==> config.mk <==
export PLATFORM = sky130hd
export DESIGN_NAME = e_muldiv
export DESIGN_NICKNAME = d
export VERILOG_FILES = /design/src/rtl/e_muldiv_pkg.sv /design/src/rtl/md_div_iter.sv /design/src/rtl/e_muldiv.sv
export SDC_FILE = /design/constraint.sdc
export NUM_CORES = 2
export LEC_CHECK = 0
export ABC_CLOCK_PERIOD_IN_PS = 23600
export BUFFER_PORTS_ARGS = -buffer_cell sky130_fd_sc_hd__buf_2
export CORE_ASPECT_RATIO = 0.8
export CORE_MARGIN = 3
export CORE_UTILIZATION = 60
export CTS_BUF_LIST = sky130_fd_sc_hd__clkbuf_4 sky130_fd_sc_hd__clkbuf_8 sky130_fd_sc_hd__clkbuf_16
export CTS_CLUSTER_DIAMETER = 100
export DETAILED_ROUTE_END_ITERATION = 8
export GPL_ROUTABILITY_DRIVEN = 0
export PLACE_DENSITY_LB_ADDON = 0.05
export SETUP_SLACK_MARGIN = 0.1
export SKIP_LAST_GASP = 1
export SYNTH_ARGS = -nofsm -noshare
export SYNTH_HDL_FRONTEND = slang
export SYNTH_SLANG_ARGS = --single-unit
==> constraint.sdc <==
create_clock -name clk -period 23.6 [get_ports clk]
set_clock_uncertainty 0.15 [all_clocks]
set_input_delay 2.36 -clock clk [delete_from_list [all_inputs] [get_ports clk]]
set_output_delay 2.36 -clock clk [all_outputs]
set_load 0.005 [all_outputs]
==> src/rtl/e_muldiv_pkg.sv <==
// Shared MIPS ALU function codes and multiply/divide FSM encoding.
// The ALU function decoder imports the same constants.
package e_muldiv_pkg;

    localparam logic [5:0] FN_MFHI  = 6'b010000;
    localparam logic [5:0] FN_MTHI  = 6'b010001;
    localparam logic [5:0] FN_MFLO  = 6'b010010;
    localparam logic [5:0] FN_MTLO  = 6'b010011;
    localparam logic [5:0] FN_MULT  = 6'b011000;
    localparam logic [5:0] FN_MULTU = 6'b011001;
    localparam logic [5:0] FN_DIV   = 6'b011010;
    localparam logic [5:0] FN_DIVU  = 6'b011011;

    localparam logic [1:0] ST_IDLE = 2'd0;
    localparam logic [1:0] ST_MUL  = 2'd1;
    localparam logic [1:0] ST_DIV  = 2'd2;
    localparam logic [1:0] ST_FIX  = 2'd3;

    localparam logic [5:0] DIV_CYCLES = 6'd33;

    function automatic logic f_is_md_op(input logic [5:0] fn);
        logic r;
        case (fn)
            FN_MFHI, FN_MTHI, FN_MFLO, FN_MTLO,
            FN_MULT, FN_MULTU, FN_DIV, FN_DIVU: r = 1'b1;
            default:                            r = 1'b0;
        endcase
        return r;
    endfunction

endpackage

==> src/rtl/md_div_iter.sv <==
// Unsigned 32-bit restoring divider: loads on i_start, then one quotient bit per cycle.
// o_done is high for the cycle after the 32nd iteration, while results are held.
module md_div_iter (
    input  logic        clk,
    input  logic        reset,
    input  logic        i_start,
    input  logic [31:0] i_dividend,
    input  logic [31:0] i_divisor,
    output logic        o_done,
    output logic [31:0] o_quotient,
    output logic [31:0] o_remainder
);

    logic        r_busy;
    logic        r_done;
    logic [5:0]  r_cnt;
    logic [31:0] r_rem;
    logic [31:0] r_quo;
    logic [31:0] r_dsr;

    logic [32:0] w_shift;
    logic [32:0] w_diff;
    logic        w_fits;

    // Trial subtract on 33 bits so the borrow tells whether the divisor fits.
    assign w_shift = {r_rem, r_quo[31]};
    assign w_diff  = w_shift - {1'b0, r_dsr};
    assign w_fits  = ~w_diff[32];

    always_ff @(posedge clk) begin
        if (reset) begin
            r_busy <= 1'b0;
            r_done <= 1'b0;
            r_cnt  <= '0;
            r_rem  <= '0;
            r_quo  <= '0;
            r_dsr  <= '0;
        end else begin
            r_done <= 1'b0;
            if (i_start) begin
                r_busy <= 1'b1;
                r_cnt  <= 6'd32;
                r_rem  <= '0;
                r_quo  <= i_dividend;
                r_dsr  <= i_divisor;
            end else if (r_busy) begin
                r_rem <= w_fits ? w_diff[31:0] : w_shift[31:0];
                r_quo <= {r_quo[30:0], w_fits};
                r_cnt <= r_cnt - 6'd1;
                if (r_cnt == 6'd1) begin
                    r_busy <= 1'b0;
                    r_done <= 1'b1;
                end
            end
        end
    end

    assign o_done      = r_done;
    assign o_quotient  = r_quo;
    assign o_remainder = r_rem;

endmodule

==> src/rtl/e_muldiv.sv <==
// E-stage multiply/divide unit: HI/LO registers, MFHI/MFLO/MTHI/MTLO, multi-cycle
// MULT/MULTU/DIV/DIVU, and the E-stage stall while an operation is in flight.
module e_muldiv
    import e_muldiv_pkg::*;
#(
    parameter int unsigned MULT_CYCLES = 5
) (
    input  logic        clk,
    input  logic        reset,
    input  logic        E_valid,
    input  logic [5:0]  e_alufunc,
    input  logic [31:0] E_a,
    input  logic [31:0] E_b,
    output logic [31:0] e_mdout,
    output logic        e_mdstall,
    output logic [31:0] E_hi,
    output logic [31:0] E_lo,
    output logic        E_busy
);

    logic [1:0]  r_state;
    logic [5:0]  r_cnt;
    logic [31:0] r_hi;
    logic [31:0] r_lo;
    logic [63:0] r_prod;
    logic [31:0] r_dvd;
    logic        r_neg_q;
    logic        r_neg_r;
    logic        r_dz;

    logic        w_is_md;
    logic        w_accept;
    logic        w_signed;
    logic        w_is_mul;
    logic        w_is_div;
    logic [63:0] w_ext_a;
    logic [63:0] w_ext_b;
    logic [63:0] w_prod;
    logic [31:0] w_mag_a;
    logic [31:0] w_mag_b;
    logic        w_div_done;
    logic [31:0] w_quo;
    logic [31:0] w_rem;
    logic [31:0] w_quo_fix;
    logic [31:0] w_rem_fix;

    assign w_is_md  = f_is_md_op(e_alufunc);
    assign E_busy   = (r_state != ST_IDLE);
    assign w_accept = E_valid & w_is_md & ~E_busy;
    assign w_signed = ~e_alufunc[0];
    assign w_is_mul = (e_alufunc == FN_MULT) | (e_alufunc == FN_MULTU);
    assign w_is_div = (e_alufunc == FN_DIV) | (e_alufunc == FN_DIVU);

    assign w_ext_a = {{32{w_signed & E_a[31]}}, E_a};
    assign w_ext_b = {{32{w_signed & E_b[31]}}, E_b};
    assign w_prod  = w_ext_a * w_ext_b;

    assign w_mag_a = (w_signed & E_a[31]) ? (32'd0 - E_a) : E_a;
    assign w_mag_b = (w_signed & E_b[31]) ? (32'd0 - E_b) : E_b;

    md_div_iter u_div (
        .clk         (clk),
        .reset       (reset),
        .i_start     (w_accept & w_is_div),
        .i_dividend  (w_mag_a),
        .i_divisor   (w_mag_b),
        .o_done      (w_div_done),
        .o_quotient  (w_quo),
        .o_remainder (w_rem)
    );

    // Divide by zero bypasses sign fixup so signed and unsigned give the same answer.
    assign w_quo_fix = r_dz ? 32'hFFFF_FFFF : (r_neg_q ? (32'd0 - w_quo) : w_quo);
    assign w_rem_fix = r_dz ? r_dvd : (r_neg_r ? (32'd0 - w_rem) : w_rem);

    always_ff @(posedge clk) begin
        if (reset) begin
            r_state <= ST_IDLE;
            r_cnt   <= '0;
            r_hi    <= '0;
            r_lo    <= '0;
            r_prod  <= '0;
            r_dvd   <= '0;
            r_neg_q <= 1'b0;
            r_neg_r <= 1'b0;
            r_dz    <= 1'b0;
        end else begin
            case (r_state)
                ST_IDLE: begin
                    if (w_accept) begin
                        if (e_alufunc == FN_MTHI) r_hi <= E_a;
                        if (e_alufunc == FN_MTLO) r_lo <= E_a;
                        if (w_is_mul) begin
                            r_prod  <= w_prod;
                            r_cnt   <= 6'(MULT_CYCLES);
                            r_state <= ST_MUL;
                        end
                        if (w_is_div) begin
                            r_dvd   <= E_a;
                            r_neg_q <= w_signed & (E_a[31] ^ E_b[31]);
                            r_neg_r <= w_signed & E_a[31];
                            r_dz    <= (E_b == 32'd0);
                            r_cnt   <= DIV_CYCLES;
                            r_state <= ST_DIV;
                        end
                    end
                end
                ST_MUL: begin
                    r_cnt <= r_cnt - 6'd1;
                    if (r_cnt == 6'd1) begin
                        r_hi    <= r_prod[63:32];
                        r_lo    <= r_prod[31:0];
                        r_state <= ST_IDLE;
                    end
                end
                ST_DIV: begin
                    r_cnt <= r_cnt - 6'd1;
                    if (r_cnt == 6'd2) r_state <= ST_FIX;
                end
                ST_FIX: begin
                    if (w_div_done) begin
                        r_cnt   <= '0;
                        r_hi    <= w_rem_fix;
                        r_lo    <= w_quo_fix;
                        r_state <= ST_IDLE;
                    end
                end
                default: r_state <= ST_IDLE;
            endcase
        end
    end

    assign E_hi      = r_hi;
    assign E_lo      = r_lo;
    assign e_mdstall = E_valid & w_is_md & E_busy;
    assign e_mdout   = (e_alufunc == FN_MFHI) ? r_hi :
                       (e_alufunc == FN_MFLO) ? r_lo : 32'd0;

endmodule
## Yosys cells after proc, flatten, opt, wreduce, memory -nomap -nowiden

Memories as Yosys holds them, arrays and structs flattened.
Index checks and enable logic that the tools add are counted.

- Flip-flop bits (word level): 275
- Bits in latches: 0
- Memory bits (writable): 0
- Memory bits (read-only): 32
- Bits of input ports: 73
- Output and inout bits: 98
- Logic and storage cells: 114
- Memories: 1

- Add/subtract/negate cells: 7
- Multipliers: 1
- Divide/modulo/power cells: 0
- $lt $le $gt $ge: 0
- Equal/unequal tests: 21
- Shift operators: 0
- Mux-type cells: 40
- Bitwise logic cells: 14
- Reductions and logical operators: 14

Memory list:

| memory | depth | width | read ports | clocked after Yosys merged registers in | write ports | line | text |
|---|---|---|---|---|---|---|---|
| (no name shown) | 32 | 1 | 1 | 0 | 0 | e_muldiv_pkg.sv:23 | `case (fn)` |

Operator list:

| operator | count |
|---|---|
| 32-bit 2-to-1 mux | 19 |
| 32-bit one-hot mux with 3 select lines | 2 |
| 1-bit by 32-bit subtractor with 32-bit output, first input constant | 4 |
| 33-bit by 33-bit multiplier with 64-bit output | 1 |
| 6-bit by 5-bit == test with 1-bit output, second input constant | 8 |
| 6-bit 2-to-1 mux | 6 |
| 33-bit by 32-bit subtractor with 33-bit output | 1 |
| 32-bit zero test | 1 |
| 6-bit one-hot mux with 3 select lines | 1 |
| 5-bit AND reduction | 3 |
| 6-bit by 1-bit == test with 1-bit output, second input constant | 2 |
| 2-bit 2-to-1 mux | 6 |
| 6-bit by 1-bit subtractor with 6-bit output, second input constant | 2 |
| 2-bit inequality test, second input constant | 5 |
| 3-bit AND reduction | 3 |
| 2-bit one-hot mux with 4 select lines | 1 |
| 1-bit bitwise AND | 7 |
| 6-bit by 2-bit == test with 1-bit output, second input constant | 1 |
| 1-bit 2-to-1 mux | 5 |
| 2-bit == test, second input constant | 2 |
| 1-bit NOT | 4 |
| 2-bit nonzero test | 2 |
| 2-bit OR reduction | 2 |
| 3-bit inequality test, second input constant | 1 |
| other kinds (7) | 8 |

## Depth between registers and ports, before layout

- Depth in word-level cells: 6
- Depth in mapped cells: 32
- Mapped depth without buffers: 29

## Modules after synthesis

Synthesis repeated with hierarchy kept, for this count alone.

- Cell total of the unflattened synthesis: 6385
- Area total of the unflattened synthesis: 54493.5 sq um

By module, submodules not included:

| module | instances | cells each | area an instance (sq um) | sequential area each (sq um) |
|---|---|---|---|---|
| e_muldiv | 1 | 5631 | 48386.4 | 3423.3 |
| md_div_iter | 1 | 754 | 6107.1 | 2082.0 |

## Least setup slack after synthesis

No wires, ideal clock.

- Kind: input to register
- Start: input port E_a[31]
- End: register r_prod[58]
- Setup time: 0.129 ns
- Data arrival time: 10.271 ns
- Data required time: 23.321 ns
- Path slack: 13.051 ns
- Stages on the path: 31
- Buffers on the path: 4
- Cell sequence: clkbuf_1 -> nor2b_1 -> clkbuf_1 -> clkbuf_1 -> nand2_1 -> inv_1 -> fa_1 -> fa_1 -> fa_1 -> inv_1 -> fa_1 -> inv_1 -> fa_1 -> fa_1 -> fa_1 -> inv_1 -> fa_1 -> inv_1 -> ha_1 -> clkbuf_1 -> a21oi_1 -> o21ai_0 -> a2111oi_0 -> a21oi_1 -> a21o_1 -> a31oi_1 -> nand3_1 -> a221o_1 -> a21oi_1 -> xor2_1 -> o21ai_0

- Word-level cells in the longest chain between the ends: 2

RTL lines:

| element | line | text |
|---|---|---|
| start: declaration | e_muldiv.sv:12 | `input logic [31:0] E_a,` |
| 1-bit bitwise AND | e_muldiv.sv:54 | `assign w_ext_a = {{32{w_signed & E_a[31]}}, E_a};` |
| 33-bit by 33-bit multiplier with 64-bit output * | e_muldiv.sv:56 | `assign w_prod = w_ext_a * w_ext_b;` |
| end signal: assignment | e_muldiv.sv:94 | `r_prod <= w_prod;` |
| end: declaration | e_muldiv.sv:25 | `logic [63:0] r_prod;` |

Every way passes the cells marked *; elsewhere a longest branch is shown, timed or not.
A chain may end at the register's enable or synchronous reset.

## Worst setup path in the final report

- Start: input port E_a[31]
- End: register r_prod[63]

Same word-level chain as after synthesis.

==> summary by stage <==
Floorplanning
The die span in y is 274 um. The count of standard-cell rows is 97. Measured along the x axis, the die boundary spans around 340 um.

The I/O pin total is between 150 and 200. The initial core utilization is 0.610. The area of the die is around 93000 um^2. In this run the standard cell core region covers between 80000 and 90000 um^2.

Finish
The most frequent standard cell in the layout excluding fill and tap cells is sky130_fd_sc_hd__inv_1. The area growth from synthesis to layout is 4.53%. The final layout contains ~7600 nets.

The fraction of layout instances using a drive strength above 1 is 0.0544. The filler cells instantiated in the layout total approximately 8000. Registers take roughly 5500 um^2. The library cells used most frequently in the layout, excluding fill and tap cells, are sky130_fd_sc_hd__inv_1, sky130_fd_sc_hd__fa_1, sky130_fd_sc_hd__nand2_1. The count of cells in the finished layout, fillers not included, comes to approximately 7400.

The combined area of the multi-input logic cells is roughly 42000 um^2.

Timing
Setup repair after global routing left no endpoint under its margin. The number of hold violations in the final report came to 0. The worst path meets setup with about 12 ns of slack. The number of max-slew violations in the final report was 0. The shortest period the worst path allows is roughly 12 ns. Static timing analysis puts the maximum clock frequency at ~87 MHz. Of the available clock period, the critical path in the final layout requires 0.489. The setup total negative slack is 0 ns. The relative slew slack is 0.179. The worst-margin pin slew is 1.23 ns. Setup violations remaining at the end of the flow were counted as 0.

Yosys
After synthesis, the share of flip-flops with an asynchronous set or reset is 0. The mean post-synth cell area is about 8.6 um^2. Counting flops and latches in the post-synthesis netlist gives 275.

The sequential-to-total area share from yosys stat is 0.102. The library cell occupying the most area in the post-synthesis netlist is sky130_fd_sc_hd__fa_1. The share of Yosys cell area claimed by the top area cell type is 0.419. When the netlist entered floorplanning its net count stood at 7749. The synthesized netlist occupies a cell area of between 50000 and 60000 um^2. The Yosys step of the flow raised 0 warnings.

The number of enable flip-flop cells after synthesis is 0. The synthesized netlist contains 71 unique library cells. The dominant synthesized flop cell is sky130_fd_sc_hd__dfxtp_1. After synthesis, the cell types taking the most area are sky130_fd_sc_hd__fa_1, sky130_fd_sc_hd__dfxtp_1, sky130_fd_sc_hd__inv_1. Synthesis produced about 6300 cells.

Route
The antenna violation net count after detailed routing is 0. The number of DRC markers after the initial detailed-route iteration is ~4200. In the final routed layout, each cell accounts on average for 23.1 um. The routed layout has roughly 44000 vias. The number of detailed-route iterations in the first pass is 6. Using the TritonRoute via totals, the vias-per-cell ratio works out to 5.93. The wire length after detailed routing is between 150000 and 200000 um. In the routed design, unresolved DRC markers number 0.

Worst setup path
The endpoint type of the worst setup path is a flop. The arrival time reported for the critical path endpoint is approximately 12 ns. The critical path is of the input port to flop type. In this run the worst path has a maximum fanout of 43. In this run the register-to-register setup slack is ~19 ns.

The startpoint identified for the worst register-to-register timing path is u_div.o_quotient[31]$_SDFFE_PP0P_. The logic depth of the worst register-to-register path is 15. The endpoint identified for the worst register-to-register timing path is u_div.o_remainder[30]$_SDFFE_PP0P_. The data required time at the worst endpoint is around 24 ns. The worst setup path is launched from an input port.

Clock tree
After clock tree synthesis, the flow added hold-fix buffers numbering 0. The longest clock path from root to sink contains 3 buffers. The number of gates resized after CTS was 0. The later pin in the worst-skew pair is clocked with a latency of ~0.6 ns. Clock-pin slew was measured on the worst setup and hold paths at 0.07 ns. The number of levels the H-tree was split into is 1. The clock sink count is roughly 280.

The clock root buffer is sky130_fd_sc_hd__clkbuf_16. Once the clock tree was built, the setup fixing pass inserted 0 buffers. The number of clock buffers added by TritonCTS is 28. The TritonCTS clock tree is done.

Global route
The sum of overflow across all layers after global routing is 0. The pin count of the biggest net entering global routing is 76. The first global-routing pass estimated 267000 um of wire.

The initial antenna violation count came to 11. The via count of the first global-routing pass is approximately 45000. Across every metal layer, demand over resource in global routing totals 0.374.

Placement
The count of buffers from port buffering is 170. Timing analysis after detailed placement gives a worst setup slack of about 12 ns. The half-perimeter wire length after detailed placement is approximately 130000 um. The post-placement cell count is 7318.

Flow run
The max-cap check violation count is 0.

Hold path
The class of the most critical hold timing path is flop to flop. The number of cells on the worst hold path is 2. The terminating pin of the worst hold path is r_prod[36]$_SDFFE_PP0P_.

The startpoint identified for the worst hold timing path is r_prod[36]$_SDFFE_PP0P_.

Status
The run finished with clean final reports.
-- flip-flops by register name (all words and copies together) (netlist names) --
| signal | count |
|---|---|
| u_div.r_dsr | 32 |
| r_cnt | 6 |
| r_state | 2 |
| u_div.o_done | 1 |
| E_lo | 32 |
| u_div.o_remainder | 32 |
| r_dvd | 32 |
| u_div.o_quotient | 32 |
| E_hi | 32 |
| r_prod | 64 |
| u_div.r_cnt | 6 |
| u_div.r_busy | 1 |
| r_neg_r | 1 |
| r_dz | 1 |
| r_neg_q | 1 |
-- layout make-up --
type | instances | share of cell area
diodes | 5 | 0.000222
inverters | 1172 | 0.0781
repair buffers | 253 | 0.0263
flip-flops and latches | 275 | 0.0979
multi-input cells | 4430 | 0.755
well taps | 1188 | 0.0264
clock inverters | 8 | 0.00147
clock buffers | 41 | 0.0151
-- Yosys cell counts (all sizes together) (17+ instances only) --
| master | n |
|---|---|
| a211oi | 76 |
| a21o | 49 |
| a21oi | 237 |
| a22oi | 61 |
| a311oi | 35 |
| a31oi | 45 |
| and2 | 347 |
| buf | 72 |
| clkbuf | 342 |
| dfxtp | 275 |
| fa | 1126 |
| ha | 259 |
| inv | 1171 |
| mux2i | 90 |
| nand2 | 1036 |
| nand2b | 19 |
| nand3 | 38 |
| nor2 | 289 |
| nor2b | 19 |
| nor3 | 36 |
| nor4 | 18 |
| o21ai | 219 |
| o31ai | 28 |
| o41ai | 18 |
| or4 | 17 |
| xnor2 | 127 |
| xor2 | 92 |
-- routing by layer --
layer	vias up	share of wire	global-route usage
met1	22200	0.41	0.523
met5	-	0	0
li1	19000	-	-
met2	2174	0.44	0.581
met3	422	0.094	0.0592
met4	0	0.054	0.166
-- worst max-delay path by stage --
stage | start | end | slack [ns]
6_report | E_a[31] | r_prod[63]$_SDFFE_PP0P_ | 12.06
5_1_grt | E_a[31] | r_prod[63]$_SDFFE_PP0P_ | 11.53
4_1_cts | E_a[31] | r_prod[63]$_SDFFE_PP0P_ | 12.09
3_5_place_dp | E_a[31] | r_prod[63]$_SDFFE_PP0P_ | 11.53
3_3_place_gp | E_a[31] | r_prod[63]$_SDFFE_PP0P_ | 11.74
2_1_floorplan | E_a[31] | r_prod[58]$_SDFFE_PP0P_ | 13.05
-- critical path, stage by stage --
cell and delay (ns):
sky130_fd_sc_hd__buf_2 0.11, sky130_fd_sc_hd__buf_4 0.46, sky130_fd_sc_hd__nor2b_4 1.09, sky130_fd_sc_hd__nand2_1 0.23, sky130_fd_sc_hd__inv_1 0.19, sky130_fd_sc_hd__fa_1 0.50, sky130_fd_sc_hd__fa_1 0.56, sky130_fd_sc_hd__fa_1 0.64
sky130_fd_sc_hd__inv_1 0.30, sky130_fd_sc_hd__fa_1 1.13, sky130_fd_sc_hd__inv_1 0.24, sky130_fd_sc_hd__fa_1 0.51, sky130_fd_sc_hd__fa_1 0.54, sky130_fd_sc_hd__inv_1 0.05, sky130_fd_sc_hd__fa_1 0.47, sky130_fd_sc_hd__inv_1 0.05
sky130_fd_sc_hd__fa_1 0.43, sky130_fd_sc_hd__ha_1 0.40, sky130_fd_sc_hd__nand3_1 0.16, sky130_fd_sc_hd__nor3_1 0.21, sky130_fd_sc_hd__nand3_1 0.09, sky130_fd_sc_hd__a21oi_1 0.25, sky130_fd_sc_hd__o21ai_0 0.18, sky130_fd_sc_hd__o31ai_1 0.26
sky130_fd_sc_hd__nand2_1 0.13, sky130_fd_sc_hd__mux2i_1 0.16, sky130_fd_sc_hd__nor3_1 0.06
-- through the flow --
step,hold WS (ns),util,cell area [um^2]
global placement,0.291,0.627,55400
global route,0.321,0.638,56300
floorplan,0.275,-,53900
CTS,0.307,0.638,56300
finish,0.305,0.638,56300
detailed placement,0.297,0.627,55400
-- cell families after synthesis --
kind of cell / Yosys count / share of synthesized area
adders and majority gates: 1385 / 0.479
xor gates and xnor gates: 219 / 0.0356
AOI/OAI and AO/OA: 863 / 0.101
muxes: 90 / 0.0167
buffers and inverters: 1586 / 0.111
and+or+nand+nor: 1873 / 0.155
DFF: 275 / 0.102
Power is not shown: default switching activity piles up to over one toggle a cycle in this logic, so the estimate is an artifact.
